### src/rtl/adder_tree_ctrl.sv
// -----------------------------------------------------------------------------
// adder_tree_ctrl
//
// Sequencer for the pipelined pooling/reduction adder tree. Accepts reduction
// passes over a valid/ready handshake, steers the tree's global advance enable
// and per-lane input mask, tracks which tree stages hold live data so bubbles
// drain, and accumulates multi-pass groups into one wide signed result that is
// presented downstream behind a single output register with backpressure.
//
// Ports:
//   clk            clock, rising edge
//   rst            asynchronous active-low reset
//   soft_clear     synchronous flush of pipeline, accumulator and result
//   in_valid       pass offered
//   in_ready       pass accepted when in_valid && in_ready
//   in_lane_mask   live lanes for the offered pass
//   in_last        offered pass closes its group
//   adder_enable   advances every tree stage
//   mac_enable     lane mask for the word entering tree stage 1
//   adder_tree_out signed tree result at the last stage
//   out_valid      group result valid
//   out_ready      downstream accepts the result
//   out_sum        signed group sum (wraps at WID_ACC)
//   out_passes     number of passes in the reported group (saturating)
//   pass_overflow  sticky: some group exceeded MAX_PASSES
// -----------------------------------------------------------------------------
module adder_tree_ctrl #(
    parameter int N_PE        = 32,
    parameter int WID_PE_BITS = 16,
    parameter int TREE_LAT    = 5,
    parameter int MAX_PASSES  = 16,
    parameter int WID_ACC     = WID_PE_BITS + $clog2(MAX_PASSES)
) (
    input  logic                          clk,
    input  logic                          rst,
    input  logic                          soft_clear,
    input  logic                          in_valid,
    output logic                          in_ready,
    input  logic [N_PE-1:0]               in_lane_mask,
    input  logic                          in_last,
    output logic                          adder_enable,
    output logic [N_PE-1:0]               mac_enable,
    input  logic signed [WID_PE_BITS-1:0] adder_tree_out,
    output logic                          out_valid,
    input  logic                          out_ready,
    output logic signed [WID_ACC-1:0]     out_sum,
    output logic [$clog2(MAX_PASSES):0]   out_passes,
    output logic                          pass_overflow
);

    localparam int PCNT_W = $clog2(MAX_PASSES) + 1;
    localparam logic [PCNT_W-1:0] PCNT_MAX = PCNT_W'(MAX_PASSES);

    // Shadow of the tree stages: which stage holds a live pass, and whether
    // that pass closes its group. Bit 0 is stage 1, bit TREE_LAT-1 the tail.
    logic [TREE_LAT-1:0]       vld_sr;
    logic [TREE_LAT-1:0]       last_sr;
    logic signed [WID_ACC-1:0] acc;
    logic [PCNT_W-1:0]         pcnt;

    logic                      tail;
    logic                      tail_last;
    logic                      stall;
    logic                      accept;
    logic                      advance;
    logic                      consume;
    logic signed [WID_ACC-1:0] tree_ext;
    logic signed [WID_ACC-1:0] sum;
    logic [PCNT_W-1:0]         pcnt_inc;
    logic                      over_hit;
    logic [PCNT_W-1:0]         pcnt_sat;

    always_comb begin
        tail      = vld_sr[TREE_LAT-1];
        tail_last = tail & last_sr[TREE_LAT-1];
        // Only a closing pass needs the output register; a non-last tail pass
        // folds into acc and can always be consumed.
        stall     = tail_last & out_valid & ~out_ready;
        // in_ready depends on state, out_valid and out_ready only, never on
        // in_valid.
        in_ready  = ~stall & ~soft_clear;
        accept    = in_valid & in_ready;
        // Keep stepping while anything is live so bubbles drain to the tail.
        advance   = ~stall & ~soft_clear & (in_valid | (|vld_sr));
        consume   = advance & tail;

        adder_enable = advance;
        mac_enable   = accept ? in_lane_mask : '0;

        tree_ext = {{(WID_ACC-WID_PE_BITS){adder_tree_out[WID_PE_BITS-1]}}, adder_tree_out};
        sum      = acc + tree_ext;

        // pcnt never exceeds MAX_PASSES, so pcnt+1 always fits in PCNT_W.
        pcnt_inc = pcnt + PCNT_W'(1);
        over_hit = pcnt_inc > PCNT_MAX;
        pcnt_sat = over_hit ? PCNT_MAX : pcnt_inc;
    end

    always_ff @(posedge clk or negedge rst) begin
        if (!rst) begin
            vld_sr        <= '0;
            last_sr       <= '0;
            acc           <= '0;
            pcnt          <= '0;
            out_valid     <= 1'b0;
            out_sum       <= '0;
            out_passes    <= '0;
            pass_overflow <= 1'b0;
        end else if (soft_clear) begin
            vld_sr        <= '0;
            last_sr       <= '0;
            acc           <= '0;
            pcnt          <= '0;
            out_valid     <= 1'b0;
            pass_overflow <= 1'b0;
        end else begin
            if (advance) begin
                vld_sr  <= {vld_sr[TREE_LAT-2:0], accept};
                last_sr <= {last_sr[TREE_LAT-2:0], accept & in_last};
            end

            if (consume) begin
                if (tail_last) begin
                    out_sum    <= sum;
                    out_passes <= pcnt_sat;
                    acc        <= '0;
                    pcnt       <= '0;
                end else begin
                    acc  <= sum;
                    pcnt <= pcnt_sat;
                end
                if (over_hit) begin
                    pass_overflow <= 1'b1;
                end
            end

            // A new result loading on the same edge as a take keeps valid high.
            if (consume & tail_last) begin
                out_valid <= 1'b1;
            end else if (out_valid & out_ready) begin
                out_valid <= 1'b0;
            end
        end
    end

endmodule

### config.mk
export PLATFORM = sky130hd
export DESIGN_NAME = adder_tree_ctrl
export DESIGN_NICKNAME = d
export VERILOG_FILES = /design/src/rtl/adder_tree_ctrl.sv
export SDC_FILE = /design/constraint.sdc
export NUM_CORES = 1
export LEC_CHECK = 0
export BUFFER_PORTS_ARGS = -buffer_cell sky130_fd_sc_hd__buf_2
export CAP_MARGIN = 25
export CORE_MARGIN = 10
export CORE_UTILIZATION = 30
export CTS_CLUSTER_SIZE = 30
export DETAILED_ROUTE_END_ITERATION = 8
export PLACE_DENSITY = 0.51
export SLEW_MARGIN = 20
export SYNTH_ARGS = -nofsm -noshare
export SYNTH_HDL_FRONTEND = slang
export SYNTH_SLANG_ARGS = --single-unit
### constraint.sdc
create_clock -name clk -period 3.2 [get_ports clk]
set_input_delay 0.64 -clock clk [delete_from_list [all_inputs] [get_ports clk]]
set_output_delay 0.64 -clock clk [all_outputs]
set_load 0.005 [all_outputs]
# Yosys cells after proc, flatten, opt, wreduce, memory -nomap -nowiden
# Cells that the tools add are included.
# word_totals
ff_bits	62
output_inout_bits	61
input_bits	54
# classes
n_reduce_logical	7
bitwise	14
order_cmp	1
mux	18
n_addsub	2
# op_table
operator	n
two-way mux 20 bit	3
two-way mux 5 bit	8
two-way mux 32 bit	1
adder 20 x 16 -> 20 bit	1
bitwise AND 1 bit	10
two-way mux 1 bit	6
nonzero test 2 bit	3
adder 5 x 1 -> 5 bit (second input constant)	1
greater-than comparator 5 bit (second input constant)	1
OR reduction 5 bit	1
inverter 1 bit	3
AND reduction 3 bit	1
nonzero test 3 bit	1
AND reduction 2 bit	1
bitwise OR 1 bit	1

# Logic depth before layout (Yosys ltp)
# depth
word_depth	10
mapped_depth	10
mapped_depth_nobuf	10

# Least setup slack after synthesis
# OpenSTA, ideal clock, no wires.
# synth_timing
kind	input to register
startpoint	input port adder_tree_out[0]
endpoint	register out_sum[18]
path_buffers	0
setup_time_ns	0.127
t_arrival_ns	2.458
slack_ns	0.614
cell_stages	10
required_time_ns	3.073
path_cell_list	ha_1 inv_1 fa_1 inv_1 a21o_1 a22oi_2 o311ai_2 a41oi_1 xnor2_1 mux2_1
# synth_between
elab_chain_len	1
# synth_lines
item	line	source
from (decl)	43	input logic signed [WID_PE_BITS-1:0] adder_tree_out,
adder 20 x 16 -> 20 bit	91	sum = acc + tree_ext;
to (signal assigned)	124	out_sum <= sum;
to (decl)	46	output logic signed [WID_ACC-1:0] out_sum,
# No other way between the ends.
# A chain may end at the register's enable or synchronous reset.

# Worst setup path after layout
# Ends and elaborated chain as after synthesis.

==> run metrics <==
number of flops mapped to enable cells by yosys=0; setup TNS=0 ns; height of the die=131 um; area grow syn2layout=28.4%; CTS Buf Count=9; Yosys Warn Count=0; Req. time, crit path=3.41 ns; Root Buffer=clkbuf_16; worst min-delay path class=in -> async; row count=40; Crit Path Class=in -> reg; Finished Core Util=0.394; Post-CTS Setup Bufs=0; crit path DAT=2.81 ns; largest net degree at the start of global routing=35; syn_area_per_cell=9.61 um^2; Cell Area, Synth=3680 um^2; Max clock buf depth=2; worst reg2reg startpoint=acc[0]$_DFFE_PN0P_; initial antenna violation count=0; synth cell count leaders=62 x dfrtp_1, 39 x nand2_1, 35 x and3_1, 26 x o21ai_1; drt initial violations=between 150 and 200; sequential share of power=0.391; Tot GR Track Use=0.126; DRT Pass-1 Iters=5; drt total wl=10100 um; TritonCTS clock tree=done; Clk network pwr share=0.480; Final Hold Violating Endpoints=0; Startpoint Class=input port; Synth cell types=57; switching pwr=0.000507 W; main area contributors after synthesis=dfrtp_1 42%, ha_1 6.8%, and3_1 5.9%; ANT nets after route=0; Peak supply drop=0.216 mV; die width=131 um; Slew Limit Fails=0; most common cell in the netlist=dfrtp_1; post_cts resized=0; Overflow after GRT=0; cts hold-fix bufs=0; fin crit share=0.814; crit-path max FO=4; Ant. Diodes=0; measured slew at the worst slew-check pin=0.715 ns; CP Capture Type=flip-flop; Gate power share=0.129; Residual DRC=0; sequential area share after synthesis=0.421; clk_lat worst skew=between 0.3 and 0.4 ns; vias in the first global route=3396; share of the synthesized area in the top cell type=0.421; share of cells above drive strength 1=0.314; Synth Instances=383; Layout Skew=0.00882 ns; core box area=around 12000 um^2; RD Place Congestion=0.794; status=completed; RSZ-0062 raised after global routing=no; die area=17100 um^2; Critical path origin=adder_tree_out[0]; total number of vias=3220; Final nets=568; Final Critical Period=2.60 ns; cell taking the most area after synthesis=dfrtp_1; Synth async-reset ratio=1.00; count of final setup violators=0; IO Pins=approximately 120; global-route wire length before repair=17100 um; Avg WL per Cell=15.7 um; vias per inst=around 5; Max Cap Violations=0; Synth Register Bits=62; Pleak=2.55 nW; Int Power=approximately 0.0016 W; Post-DP HPWL=roughly 7700 um; max frequency=~380 MHz; port bufs=114; Starting Density=0.306; final hold slack=approximately 0.37 ns; top_reg_cell synth=dfrtp_1; clk slew on worst S/H paths=0.05 ns; CTS sink cnt=62; Slew HR=0.523; switching part of the total=0.241; H-tree depth=3; Net Count, Synth=458; pwr/cell area=446 nW/um^2
[final timing paths]
| check | endpoint | slack, ns | depth (start not counted) |
|---|---|---|---|
| min reg2reg | out_passes[0]$_DFFE_PN0P_ | 0.48 | 2 |
| max in group asynchronous | vld_sr[2]$_DFFE_PN0P_ | 2.09 | 2 |
| min | acc[17]$_DFFE_PN0P_ | 0.37 | 1 |
| min in group clk | out_passes[0]$_DFFE_PN0P_ | 0.48 | 2 |
| max | out_sum[18]$_DFFE_PN0P_ | 0.60 | 11 |
| max reg2reg | out_sum[18]$_DFFE_PN0P_ | 0.62 | 10 |
[cell families after synthesis]
kind of cell	after synthesis	share of synthesized area
adders and majority gates	21	0.0734
muxes	16	0.0486
xor gates and xnor gates	17	0.0404
AOI/OAI and AO/OA	103	0.189
DFF	62	0.421
buffers and inverters	32	0.0340
and+or+nand+nor	132	0.193
[area by class of cell]
cell class / count / area (um^2)
clock buffer: 10 / 229
clock inverter: 5 / 75.1
fill: 1195 / 7280
inverter: 8 / 30.0
multi-input combinational: 289 / 2020
sequential: 62 / 1550
tap: 147 / 184
timing repair buffer: 123 / 638
[state kept, by name, summed over array words and instances, names as in the netlist]
signal / cells
out_passes: 5
pcnt: 5
vld_sr: 5
last_sr: 5
out_valid: 1
acc: 20
out_sum: 20
pass_overflow: 1
[power by group through the flow]
stage          sequential (W)  combinational (W)  clock, W
3_3_place_gp         0.000837           0.000273         0
3_5_place_dp         0.000837           0.000276         0
5_1_grt              0.000827           0.000311   0.00109
6_report             0.000824           0.000271   0.00101
4_1_cts              0.000824           0.000278   0.00104
2_1_floorplan        0.000834           0.000160         0
[placed cells by master (no fill, tap or decap), types with 10 or more instances in the layout]
master | netlist | final
nand2b_1 | 11 | 11
xnor2_1 | 12 | 12
a22o_1 | 15 | 15
a21oi_1 | 18 | 17
buf_2 | 1 | 114
dfrtp_1 | 62 | 62
ha_1 | 20 | 20
and3_1 | 35 | 35
o21ai_1 | 26 | 26
nor2_1 | 10 | 10
nand2_1 | 39 | 39
[metrics by stage]
stage | std cells | power [W] | setup slack (ns) | area [um^2]
3_3_place_gp | 629 | 0.00111 | 0.286 | 4420
2_1_floorplan | 383 | 0.000995 | 0.614 | 3680
3_5_place_dp | 629 | 0.00111 | 0.273 | 4420
4_1_cts | 644 | 0.00214 | 0.599 | 4730
6_report | 644 | 0.00211 | 0.595 | 4730
5_1_grt | 644 | 0.00222 | 0.388 | 4730
[critical path: stages]
cell and delay [ns]:
buf_2 0.08, ha_1 0.15, inv_1 0.05, fa_1 0.40, inv_1 0.07, a21o_1 0.14
a22oi_2 0.09, o311ai_2 0.51, a41oi_1 0.21, xnor2_1 0.17, mux2_1 0.28
[per-layer routing]
layer / track usage / vias up / part of all wire / wire, um
li1: - / 1611 / - / -
met1: 0.160 / 1511 / 0.48 / 4850
met2: 0.188 / 89 / 0.44 / 4450
met3: 0.0467 / 9 / 0.065 / 655
met4: 0.0536 / 0 / 0.015 / 148
met5: 0 / - / 0 / 0
Note: power is estimated with default switching activity, not from simulation.
